[src/rtl/udp_pkg.sv]
// Shared UDP definitions for the udp_tx/udp_rx pair.
// State encodings, header length and checksum constant.
package udp_pkg;

  localparam logic [15:0] UDP_HDR_LEN         = 16'd8;
  localparam logic [15:0] UDP_CHECKSUM_UNUSED = 16'h0000;

  typedef enum logic [1:0] {
    IDLE,
    RX_HEADER,
    RX_PAYLOAD,
    DISCARD
  } udp_rx_state_e;

  typedef enum logic [1:0] {
    TX_IDLE,
    TX_HEADER,
    TX_PAYLOAD
  } udp_tx_state_e;

  function automatic logic [15:0] udp_payload_len(
    input logic [15:0] udp_len
  );
    return udp_len - UDP_HDR_LEN;
  endfunction

endpackage

[src/rtl/udp_rx.sv]
// UDP receive: parses the 8-byte header, filters on
// LOCAL_PORT_NUM and streams the payload with latency 1.
// Ports:
//   udp_send_clk, rstn       clock, sync active-low reset
//   ip_data_in_valid/_in     byte stream from IP layer
//   app_data_out_valid/_out  payload bytes
//   app_data_length          payload length (UDP len - 8)
//   udp_src_port             source port of the segment
//   app_data_start/_end      first/last payload pulses
//   udp_rx_error             rejected/truncated pulse
module udp_rx #(
  parameter logic [15:0] LOCAL_PORT_NUM = 16'hf000
) (
  input  logic        udp_send_clk,
  input  logic        rstn,
  input  logic        ip_data_in_valid,
  input  logic [7:0]  ip_data_in,
  output logic        app_data_out_valid,
  output logic [7:0]  app_data_out,
  output logic [15:0] app_data_length,
  output logic [15:0] udp_src_port,
  output logic        app_data_start,
  output logic        app_data_end,
  output logic        udp_rx_error
);
  import udp_pkg::*;

  udp_rx_state_e state_q, state_d;

  logic        valid_q, valid_d;
  logic        armed_q, armed_d;
  logic [2:0]  hdr_cnt_q, hdr_cnt_d;
  logic [15:0] src_q, src_d;
  logic [15:0] dst_q, dst_d;
  logic [15:0] len_q, len_d;
  logic [15:0] pay_cnt_q, pay_cnt_d;
  logic        started_q, started_d;
  logic [15:0] app_src_q, app_src_d;
  logic [15:0] app_len_q, app_len_d;
  logic        out_valid_q, out_valid_d;
  logic [7:0]  out_data_q, out_data_d;
  logic        start_q, start_d;
  logic        end_q, end_d;
  logic        err_q, err_d;

  logic rise;
  logic hdr_take;

  // armed_q stays low until valid has been seen low once,
  // so a segment already in flight at reset release is skipped.
  assign rise = ip_data_in_valid & ~valid_q & armed_q;

  always_comb begin
    state_d     = state_q;
    valid_d     = ip_data_in_valid;
    armed_d     = armed_q | ~ip_data_in_valid;
    hdr_cnt_d   = hdr_cnt_q;
    src_d       = src_q;
    dst_d       = dst_q;
    len_d       = len_q;
    pay_cnt_d   = pay_cnt_q;
    started_d   = started_q;
    app_src_d   = app_src_q;
    app_len_d   = app_len_q;
    out_valid_d = 1'b0;
    out_data_d  = 8'h00;
    start_d     = 1'b0;
    end_d       = 1'b0;
    err_d       = 1'b0;
    hdr_take    = 1'b0;

    unique case (state_q)
      IDLE: begin
        if (rise) begin
          hdr_take  = 1'b1;
          hdr_cnt_d = 3'd1;
          state_d   = RX_HEADER;
        end
      end

      RX_HEADER: begin
        if (!ip_data_in_valid) begin
          err_d     = 1'b1;
          hdr_cnt_d = 3'd0;
          state_d   = IDLE;
        end else begin
          hdr_take  = 1'b1;
          // 3-bit counter wraps back to 0 after byte 7
          hdr_cnt_d = hdr_cnt_q + 3'd1;
          if (hdr_cnt_q == 3'd7) begin
            state_d = DISCARD;
            if (dst_q == LOCAL_PORT_NUM) begin
              unique case (1'b1)
                (len_q < UDP_HDR_LEN): err_d = 1'b1;
                (len_q == UDP_HDR_LEN): ;
                default: begin
                  app_src_d = src_q;
                  app_len_d = udp_payload_len(len_q);
                  pay_cnt_d = udp_payload_len(len_q);
                  started_d = 1'b0;
                  state_d   = RX_PAYLOAD;
                end
              endcase
            end
          end
        end
      end

      RX_PAYLOAD: begin
        if (ip_data_in_valid) begin
          out_valid_d = 1'b1;
          out_data_d  = ip_data_in;
          start_d     = ~started_q;
          started_d   = 1'b1;
          pay_cnt_d   = pay_cnt_q - 16'd1;
          if (pay_cnt_q == 16'd1) begin
            end_d     = 1'b1;
            started_d = 1'b0;
            state_d   = DISCARD;
          end
        end else begin
          err_d     = 1'b1;
          end_d     = started_q;
          started_d = 1'b0;
          state_d   = IDLE;
        end
      end

      DISCARD: begin
        if (!ip_data_in_valid) begin
          state_d = IDLE;
        end
      end

      default: state_d = IDLE;
    endcase

    if (hdr_take) begin
      unique case (hdr_cnt_q)
        3'd0: src_d[15:8] = ip_data_in;
        3'd1: src_d[7:0]  = ip_data_in;
        3'd2: dst_d[15:8] = ip_data_in;
        3'd3: dst_d[7:0]  = ip_data_in;
        3'd4: len_d[15:8] = ip_data_in;
        3'd5: len_d[7:0]  = ip_data_in;
        default: ;
      endcase
    end
  end

  always_ff @(posedge udp_send_clk) begin
    if (!rstn) begin
      state_q     <= IDLE;
      valid_q     <= 1'b0;
      armed_q     <= 1'b0;
      hdr_cnt_q   <= 3'd0;
      src_q       <= 16'h0000;
      dst_q       <= 16'h0000;
      len_q       <= 16'h0000;
      pay_cnt_q   <= 16'h0000;
      started_q   <= 1'b0;
      app_src_q   <= 16'h0000;
      app_len_q   <= 16'h0000;
      out_valid_q <= 1'b0;
      out_data_q  <= 8'h00;
      start_q     <= 1'b0;
      end_q       <= 1'b0;
      err_q       <= 1'b0;
    end else begin
      state_q     <= state_d;
      valid_q     <= valid_d;
      armed_q     <= armed_d;
      hdr_cnt_q   <= hdr_cnt_d;
      src_q       <= src_d;
      dst_q       <= dst_d;
      len_q       <= len_d;
      pay_cnt_q   <= pay_cnt_d;
      started_q   <= started_d;
      app_src_q   <= app_src_d;
      app_len_q   <= app_len_d;
      out_valid_q <= out_valid_d;
      out_data_q  <= out_data_d;
      start_q     <= start_d;
      end_q       <= end_d;
      err_q       <= err_d;
    end
  end

  assign app_data_out_valid = out_valid_q;
  assign app_data_out       = out_data_q;
  assign app_data_length    = app_len_q;
  assign udp_src_port       = app_src_q;
  assign app_data_start     = start_q;
  assign app_data_end       = end_q;
  assign udp_rx_error       = err_q;

endmodule
[config.mk]
export PLATFORM = sky130hd
export DESIGN_NAME = udp_rx
export DESIGN_NICKNAME = d
export VERILOG_FILES = /design/src/rtl/udp_pkg.sv /design/src/rtl/udp_rx.sv
export SDC_FILE = /design/constraint.sdc
export NUM_CORES = 1
export LEC_CHECK = 0
export BUFFER_PORTS_ARGS = -buffer_cell sky130_fd_sc_hd__buf_2
export CELL_PAD_IN_SITES_DETAIL_PLACEMENT = 1
export CELL_PAD_IN_SITES_GLOBAL_PLACEMENT = 1
export CORE_MARGIN = 2
export CORE_UTILIZATION = 47
export CTS_BUF_LIST = sky130_fd_sc_hd__clkbuf_8
export DETAILED_ROUTE_END_ITERATION = 8
export PLACE_DENSITY = 0.84
export SLEW_MARGIN = 40
export SYNTH_ARGS = -nofsm -noshare
export SYNTH_HDL_FRONTEND = slang
export SYNTH_SLANG_ARGS = --single-unit
[constraint.sdc]
create_clock -name udp_send_clk -period 2.19 [get_ports udp_send_clk]
set_input_delay 0.5475 -clock udp_send_clk [delete_from_list [all_inputs] [get_ports udp_send_clk]]
set_output_delay 0.5475 -clock udp_send_clk [all_outputs]
set_load 0.02 [all_outputs]
======== Word level (Yosys, flattened, before mapping) ========
Cells that the tools add are included.
Widths: inputs -> output; s select.
cells by class
  $add $sub $neg .......................... 3
  magnitude comparators ................... 1
  equality and inequality tests ........... 21
  multiplexer cells ....................... 36
  bitwise gates (word level) .............. 7
  reductions and logical operators ........ 18
operators with widths
  cell                   count
  $mux 16                5
  $pmux 16 s2            1
  $mux 1                 17
  $eq 16x1->1 const B    1
  $eq 16x16->1 const B   1
  $eq 16x4->1 const B    1
  $lt 16x4->1 const B    1
  $reduce_and 2->1       8
  $sub 16x1->16 const B  1
  $sub 16x4->16 const B  1
  $ne 2x2->1 const B     7
  $mux 2                 6
  $reduce_and 5->1       2
  $eq 3x3->1 const B     3
  $pmux 2 s4             1
  $eq 3x2->1 const B     2
  $mux 3                 2
  $ne 3x3->1 const B     2
  $pmux 1 s2             3
  $pmux 3 s2             1
  $reduce_and 6->1       1
  $eq 2x2->1 const B     2
  $not 1->1              4
  $reduce_and 4->1       1
  other kinds (10)       12
word-level totals
  bits in registers ....................... 116
  input port bits ......................... 11
  output and inout bits ................... 44
  logic and storage cells ................. 105

======== Depth between registers and ports, before layout ========
Gate-level depths: netlist of run 1.
  word-level depth ........................ 7
  mapped depth ............................ 10
  depth with buffers taken out ............ 7

======== Worst setup path before layout of run 1 ========
OpenSTA, ideal clock, no wires.
  path type ............................... register to register
  from .................................... register dst_q[4]
  to ...................................... register app_src_q[0] (netlist: udp_src_port[0])
  setup time .............................. 0.116 ns
  arrival time ............................ 1.904 ns
  required time ........................... 2.074 ns
  slack ................................... 0.170 ns
  cell stages (with the launch flop) ...... 8
  path buffers ............................ 2
  clock period less this slack ............ 2.020 ns
  cell sequence ........................... dfxtp_1 -> or4b_1 -> nor4_4 -> and3_1 -> buf_6 -> buf_12 -> mux2i_1 -> nor2b_1
between the ends
  longest elaborated chain between the ends .. 2
RTL lines
  element                     RTL line       source
  start: declaration          udp_rx.sv:34   logic [15:0] dst_q, dst_d;
  start signal: assignment    udp_rx.sv:175  dst_q <= dst_d;
  $eq 16x16->1                udp_rx.sv:92   if (dst_q == LOCAL_PORT_NUM) begin
  $reduce_and 5->1 (no line)  -
  end signal: assignment      udp_rx.sv:179  app_src_q <= app_src_d;
  end: declaration            udp_rx.sv:38   logic [15:0] app_src_q, app_src_d;
No other way between the ends.
A chain may end at the register's enable or synchronous reset.

======== Worst setup path in the final report of run 1 ========
  from .................................... register dst_q[4]
  to ...................................... register app_src_q[4] (netlist: udp_src_port[4])
Same word-level chain as after synthesis.

==> key figures, run 1 <==
Global routing
  • First-pass GRT wire length: 25400 µm
  • Number of global-route vias before repair: 4862
  • Largest net degree at the start of global routing: 43
  • GRT Overall Usage: 0.259
  • Antenna violations before repair: 0
  • GRT overflow: 0

STA
  • Slew Limit Headroom: 0.707
  • Max-slew violations: 0
  • F_max: 477 MHz
  • Hold Fails Final Rpt: 0
  • Final Skew: 0.0163 ns
  • Fin crit period: 2.10 ns
  • Setup TNS: 0 ns
  • Final setup violating endpoints: 0
  • Unrepaired setup endpoints after global routing: true
  • Tcrit/Tclk final: 0.958
  • Slew @ Worst Pin: 0.435 ns
  • Fin Hold WS: 0.457 ns

Critical path
  • Worst R2R Path Depth: 6
  • Critical path's slowest cell: or4b_4
  • Cell Chain, Critical Path: or4b_4 > nor4_4 > and3_4 > buf_12 > mux2i_2 > nor2b_1
  • RR Endpoint: udp_src_port[4]
  • CP Capture Type: flip-flop
  • Setup CP Type: flip-flop to flip-flop
  • Critical path fanouts, max: 10
  • R2r startpoint: dst_q[4]
  • Crit path launch type: flip-flop
  • CP peak stage delay: 0.54 ns
  • Reg2Reg Setup Slack: 0.09 ns
  • CP arrival: 2.43 ns
  • CP Data Required Time: 2.52 ns

Placement
  • Dpl hpwl: 11100 µm
  • GPL Wtd Cong: 0.879
  • IO Port Bufs: 54

Status
  • Status: finished clean

Synthesis
  • #FFs+latches synth: 116
  • Post-Syn Area: 5360 µm²
  • Syn Inst Count: 594
  • Top cells by area, synth: dfxtp_1 (43%), mux2i_1 (6.7%), nand2_1 (5.6%), a21boi_0 (4.8%), nor2b_1 (4.7%)
  • Cell variety after synth: 57
  • Mapped Avg Cell Area: 9.02 µm²
  • EDFF count, synth: 0
  • Async SR Flop Fraction: 0
  • Synth Flop Type: dfxtp_1
  • Yosys top cell area share: 0.433
  • Syn Nets: 618
  • Seq/Total Area, Yosys: 0.433
  • Synth Warn #: 0
  • Most area-hungry cell type in the Yosys netlist: dfxtp_1

Clock network
  • Clock Path Buffers: 2
  • Clock buffer count from CTS: 17
  • Cts-stage hold buffer count: 0
  • Htree depth: 4
  • CTS tree: yes
  • Clock transition at path regs: 0.07 ns
  • CTS Root Cell: clkbuf_8
  • # clock sinks: 116
  • Clock insertion delay at the later pin of the skew report: 0.45 ns

Floorplan
  • Num rows: 38
  • Die area: 12300 µm²
  • Core ar.: 11000 µm²
  • DIE HEIGHT: 111 µm
  • Top Ports: 55
  • Die outline width: 111 µm
  • Initial Util: 0.488

Finish
  • Area of the multi-input gates: 2830 µm²
  • Nets: 683
  • Register area: 2320 µm²
  • Most frequent cells in the layout: dfxtp_1 (115), nand2_1 (79), buf_2 (54), nand3_1 (47), nor2b_1 (40)
  • Layout cells sized above 1: 0.205
  • Post-synthesis to final-layout area growth: 18.0%
  • Most common cell after layout, fill and taps aside: dfxtp_1
  • Diode count: 0
  • Fill count: 1278

Detailed routing
  • WL per Instance: 19.4 µm
  • Via count: 4744
  • Pre-Repair DR Iteration Count: 5
  • Starting DRT DRC Count: 237
  • Routed Antenna Nets: 0
  • Post-route DRC: 0
  • Final wirelength: 15800 µm
  • Vias per inst: 5.84

Worst hold path
  • Hold Crit Depth: 1
  • Critical hold path startpoint: started_q
  • Worst Hold End: app_data_start
  • Min-delay worst type: flip-flop to flip-flop

Power
  • Static leakage: 2.73 nW
  • Cell Pwr Density: 885 nW/µm²
  • VDD IR max: 0.000511 V

Job
  • Max-capacitance violation count: 0
[critical path: cells and delay by family (launching register included)]
kind | cells | cell delay [ns]
simple gates | 4 | 1.27
flops | 1 | 0.32
mux | 1 | 0.23
buf+inv | 1 | 0.16
[sequential cells by signal, summed over array words and instances (netlist names), 2 cells and up]
| name | cells |
|---|---|
| app_data_length | 16 |
| app_data_out | 8 |
| dst_q | 16 |
| hdr_cnt_q | 3 |
| len_q | 16 |
| pay_cnt_q | 16 |
| src_q | 16 |
| state_q | 2 |
| udp_src_port | 16 |
[worst max-delay path by stage]
stage | start | endpoint | slack, ns | cells after the start
floorplan | dst_q[4] | udp_src_port[0] | 0.17 | 7
global placement | dst_q[4] | app_data_length[7] | 0.07 | 6
finish | dst_q[4] | udp_src_port[4] | 0.09 | 6
detailed placement | dst_q[4] | app_data_length[7] | 0.03 | 6
global route | dst_q[4] | udp_src_port[4] | -0.02 | 6
CTS | dst_q[4] | udp_src_port[4] | 0.009 | 6
[cells by family after synthesis]
family                   after synthesis  share of synthesized area
flip-flops                           116                      0.433
multiplexers                          36                     0.0673
XOR/XNOR                              11                     0.0180
buffers and inverters                 54                     0.0507
adder cells (fa/ha/maj)               13                     0.0304
AO/OA/AOI/OAI                        124                      0.167
AND/OR/NAND/NOR                      240                      0.234
[synth_stat cells, drive strengths merged (3+ instances only)]
| cell type | count |
|---|---|
| a31oi | 3 |
| a21oi | 13 |
| nor2b | 40 |
| mux2i | 36 |
| o31ai | 4 |
| o2111ai | 3 |
| a31o | 4 |
| or4 | 5 |
| o22ai | 6 |
| nand4 | 8 |
| nand2 | 80 |
| o211a | 9 |
| a21boi | 38 |
| o21a | 6 |
| xor2 | 8 |
| buf | 8 |
| dfxtp | 116 |
| nor3 | 13 |
| inv | 15 |
| nor3b | 3 |
| and3 | 4 |
| o211ai | 6 |
| ha | 13 |
| nand3 | 48 |
| nor2 | 14 |
| xnor2 | 3 |
| nor4 | 8 |
| and2 | 9 |
| o21ai | 20 |
| clkbuf | 30 |
[timing repair]
item | 4_1_cts | 5_1_grt
pin swaps | 0 | 5
setup buffers | 0 | 1
endpoints found under the setup margin | 2 | 51
resized for setup | 1 | 16
[routing by layer]
layer  routed length [µm]  vias up  GRT usage
met3                  760       39     0.0607
met2                 7410      146      0.403
met4                  431        0      0.113
met5                    0        -          0
met1                 7170     2326      0.343
li1                     -     2233          -
[power breakdown]
| group | internal [mW] | switching, mW | total [mW] |
|---|---|---|---|
| combinational | 0.478 | 0.855 | 1.33 |
| sequential | 2.23 | 0.110 | 2.34 |
| clock | 1.05 | 0.874 | 1.92 |
| total | 3.76 | 1.84 | 5.60 |
[cell type report]
cell class	count	area share
Inverter	16	0.00950
Multi-Input combinational cell	424	0.447
Timing Repair Buffer	84	0.0882
Clock inverter	13	0.0186
Clock buffer	19	0.0414
Sequential cell	116	0.367
Tap cell	140	0.0277
[metrics by stage]
stage | utilization | instance area (µm²) | total power, mW | cells | setup WS [ns]
2_1_floorplan | - | 5360 | 3.24 | 594 | 0.170
3_3_place_gp | 0.535 | 5870 | 3.59 | 779 | 0.0750
3_5_place_dp | 0.535 | 5870 | 3.67 | 779 | 0.0332
4_1_cts | 0.569 | 6250 | 5.60 | 811 | 0.00853
5_1_grt | 0.576 | 6320 | 5.88 | 812 | -0.0229
6_report | 0.576 | 6320 | 5.60 | 812 | 0.0920
No activity file was read; power rests on OpenSTA's default activity.
==> inputs of run 2 (changes only) <==
--- a/config.mk
+++ b/config.mk
@@ -5,14 +5,16 @@
 export SDC_FILE = /design/constraint.sdc
 export NUM_CORES = 1
 export LEC_CHECK = 0
-export BUFFER_PORTS_ARGS = -buffer_cell sky130_fd_sc_hd__buf_2
 export CELL_PAD_IN_SITES_DETAIL_PLACEMENT = 1
 export CELL_PAD_IN_SITES_GLOBAL_PLACEMENT = 1
 export CORE_MARGIN = 2
-export CORE_UTILIZATION = 47
+export CORE_UTILIZATION = 50
 export CTS_BUF_LIST = sky130_fd_sc_hd__clkbuf_8
 export DETAILED_ROUTE_END_ITERATION = 8
-export PLACE_DENSITY = 0.84
+export DONT_BUFFER_PORTS = 1
+export GPL_TIMING_DRIVEN = 0
+export PLACE_DENSITY = 0.83
+export RECOVER_POWER = 25
 export SLEW_MARGIN = 40
 export SYNTH_ARGS = -nofsm -noshare
 export SYNTH_HDL_FRONTEND = slang
==> run 2 against run 1 <==
Net effect: sequential power grew 2%; sequential share of layout area grew 0.43 points; clock-buffer cell count grew 3; setup slack lost 0.057 ns; clock skew shrank 0.0059 ns; die area shrank 5.8%; critical endpoint is now pay_cnt_q[15]; cell count shrank 4.8%; via count grew 1.7%; final area shrank 1.0%.
==> key figures, run 2 (synthesis results as in run 1) <==
Critical path
  • Critical path endpoint: pay_cnt_q[15]
  • Crit. Startpoint: dst_q[9]
  • Worst R2R Path Depth: 7 (+1)
  • Crit path launch type: flip-flop
  • Critical path fanouts, max: 6 (-4)
  • R2r startpoint: dst_q[9]
  • CP Data Required Time: 2.52 ns (about the same)
  • Setup CP Type: flip-flop to flip-flop
  • CP Capture Type: flip-flop
  • CP arrival: 2.49 ns (+0.06 ns)
  • RR Endpoint: pay_cnt_q[15]
  • Reg2Reg Setup Slack: 0.03 ns (-0.06 ns)

Floorplan
  • Die outline width: 108 µm (-2.9%)
  • Initial Util: 0.517 (+0.0288)
  • Die area: 11600 µm² (-5.8%)
  • Core ar.: 10400 µm² (-5.6%)
  • Num rows: 37 (-2.6%)
  • Top Ports: 55 (unchanged)
  • DIE HEIGHT: 108 µm (-2.9%)

Clock network
  • Htree depth: 4 (unchanged)
  • Clock insertion delay at the later pin of the skew report: 0.44 ns (about the same)
  • Clock Path Buffers: 2 (unchanged)
  • Cts-stage hold buffer count: 0 (unchanged)
  • # clock sinks: 116 (unchanged)
  • CTS tree: yes
  • Clock transition at path regs: 0.07 ns (about the same)
  • Clock buffer count from CTS: 17 (unchanged)
  • CTS Root Cell: clkbuf_8

STA
  • Fin crit period: 2.16 ns (+0.0570 ns)
  • Slew @ Worst Pin: 0.631 ns (+0.197 ns)
  • Setup TNS: 0 ns (unchanged)
  • Fin Hold WS: 0.233 ns (-0.225 ns)
  • Max-slew violations: 0 (unchanged)
  • F_max: 464 MHz (-2.6%)
  • Slew Limit Headroom: 0.579 (-0.128)
  • Unrepaired setup endpoints after global routing: true
  • Tcrit/Tclk final: 0.984 (+0.0260)
  • Final setup violating endpoints: 0 (unchanged)
  • Hold Fails Final Rpt: 0 (unchanged)
  • Final Skew: 0.0104 ns (-0.00592 ns)

Power
  • Cell Pwr Density: 916 nW/µm² (+3.5%)
  • Gate power share: 0.231 (-0.007)
  • Net load switching power: 1.91 mW (+3.9%)
  • Static leakage: 2.49 nW (-8.8%)
  • Power share of the clock group: 0.354 (+0.011)
  • VDD IR max: 0.000416 V (-19%)
  • Internal: 3.82 mW (+1.7%)
  • Seq pwr share: 0.415 (-0.004)
  • Switching Fraction: 0.333 (+0.00473)

Job
  • Max-capacitance violation count: 0 (unchanged)

Finish
  • Utilization of the core after routing: 0.603 (+0.0276)
  • Design area: 6260 µm² (-1.0%)
  • Nets: 648 (-5.1%)
  • Most frequent cells in the layout: dfxtp_1 (113), nand2_1 (79), nand3_1 (44), nor2b_1 (39), mux2i_1 (36)
  • Post-synthesis to final-layout area growth: 16.8%
  • Most common cell after layout, fill and taps aside: dfxtp_1
  • Final cell count without fillers: 773 (-4.8%)
  • Diode count: 0 (unchanged)
  • Layout cells sized above 1: 0.157 (-0.0484)

Global routing
  • Largest net degree at the start of global routing: 17 (-60%)
  • Number of global-route vias before repair: 4823 (-0.80%)
  • Antenna violations before repair: 0 (unchanged)
  • First-pass GRT wire length: 25900 µm (+2.0%)
  • GRT overflow: 0 (unchanged)
  • GRT Overall Usage: 0.294 (+0.0348)

Placement
  • GPL Wtd Cong: 0.931 (+6.0%)
  • Placed cell area: 5530 µm² (-5.9%)
  • IO Port Bufs: 0 (-100%)
  • Dpl hpwl: 11200 µm (+0.70%)
  • Placed Cells incl. Taps: 730 (-6.3%)

Detailed routing
  • Starting DRT DRC Count: 398 (+68%)
  • WL per Instance: 22.2 µm (+14%)
  • Routed Antenna Nets: 0 (unchanged)
  • Vias per inst: 6.24 (+6.9%)
  • Pre-Repair DR Iteration Count: 7 (+2)
  • Via count: 4827 (+1.7%)
  • Final wirelength: 17100 µm (+8.7%)
  • Post-route DRC: 0 (unchanged)

Status
  • Status: finished clean

Worst hold path
  • Min-delay worst type: primary input to flip-flop
  • Hold Crit Depth: 1 (unchanged)
## run 2: cell types whose count changed in the layout (fill, tap and decap cells not counted), sizes merged
| cell | change |
|---|---|
| clkinv | -2 |
| clkbuf | +32 |
| clkinvlp | +1 |
| buf | -64 |
| inv | -2 |
## run 2: worst min-delay path by stage
stage,startpoint,end,slack [ns]
floorplan,started_q,app_data_start,0.41
global placement,started_q,app_data_start,0.43
detailed placement,started_q,app_data_start,0.45
CTS,ip_data_in[4],app_data_out[4],0.21
global route,ip_data_in[5],app_data_out[5],0.21
finish,ip_data_in[5],app_data_out[5],0.23
## run 2: what timing repair did
item / in CTS / in global routing
cloned: 1 / 2
endpoints found under the setup margin: 72 / 88
resized for setup: 18 / 37
setup buffers: 7 / 4
pin swaps: 4 / 9
## run 2: area by class of cell
| cell class | instances | area [µm²] |
|---|---|---|
| Clock inverter | 10 | 104 |
| Buffer | 35 | 220 |
| Clock buffer | 22 | 303 |
| Tap cell | 136 | 170 |
| Multi-Input combinational cell | 424 | 2910 |
| Timing Repair Buffer | 14 | 168 |
| Inverter | 16 | 61.3 |
| Sequential cell | 116 | 2330 |
| Fill cell | 1191 | 4110 |
## run 2: metrics by stage
stage / setup WS, ns / power [mW]
2_1_floorplan: 0.170 / 3.24
3_3_place_gp: -0.228 / 3.54
3_5_place_dp: -0.344 / 3.58
4_1_cts: 0.0105 / 5.62
5_1_grt: -0.0642 / 5.99
6_report: 0.0350 / 5.73
## run 2: critical path, cell delays in order (launching register included)
cell	delay [ns]
dfxtp_1	0.31
or4_4	0.54
nor4_4	0.33
buf_4	0.20
a32o_2	0.21
buf_6	0.15
a21oi_1	0.08
a31o_2	0.22
## run 2: per-layer routing
layer / GRT usage / up-vias / share of wire
li1: - / 2157 / -
met1: 0.387 / 2423 / 0.43
met2: 0.469 / 207 / 0.48
met3: 0.0726 / 40 / 0.067
met4: 0.102 / 0 / 0.025
met5: 0 / - / 0
## run 2: power by group through the flow
stage          clock [mW]  sequential (mW)  combinational (mW)
3_5_place_dp            0             2.41                1.17
4_1_cts              2.05             2.37                1.20
3_3_place_gp            0             2.40                1.13
6_report             2.03             2.38                1.33
5_1_grt              2.16             2.39                1.43
2_1_floorplan           0             2.38               0.857
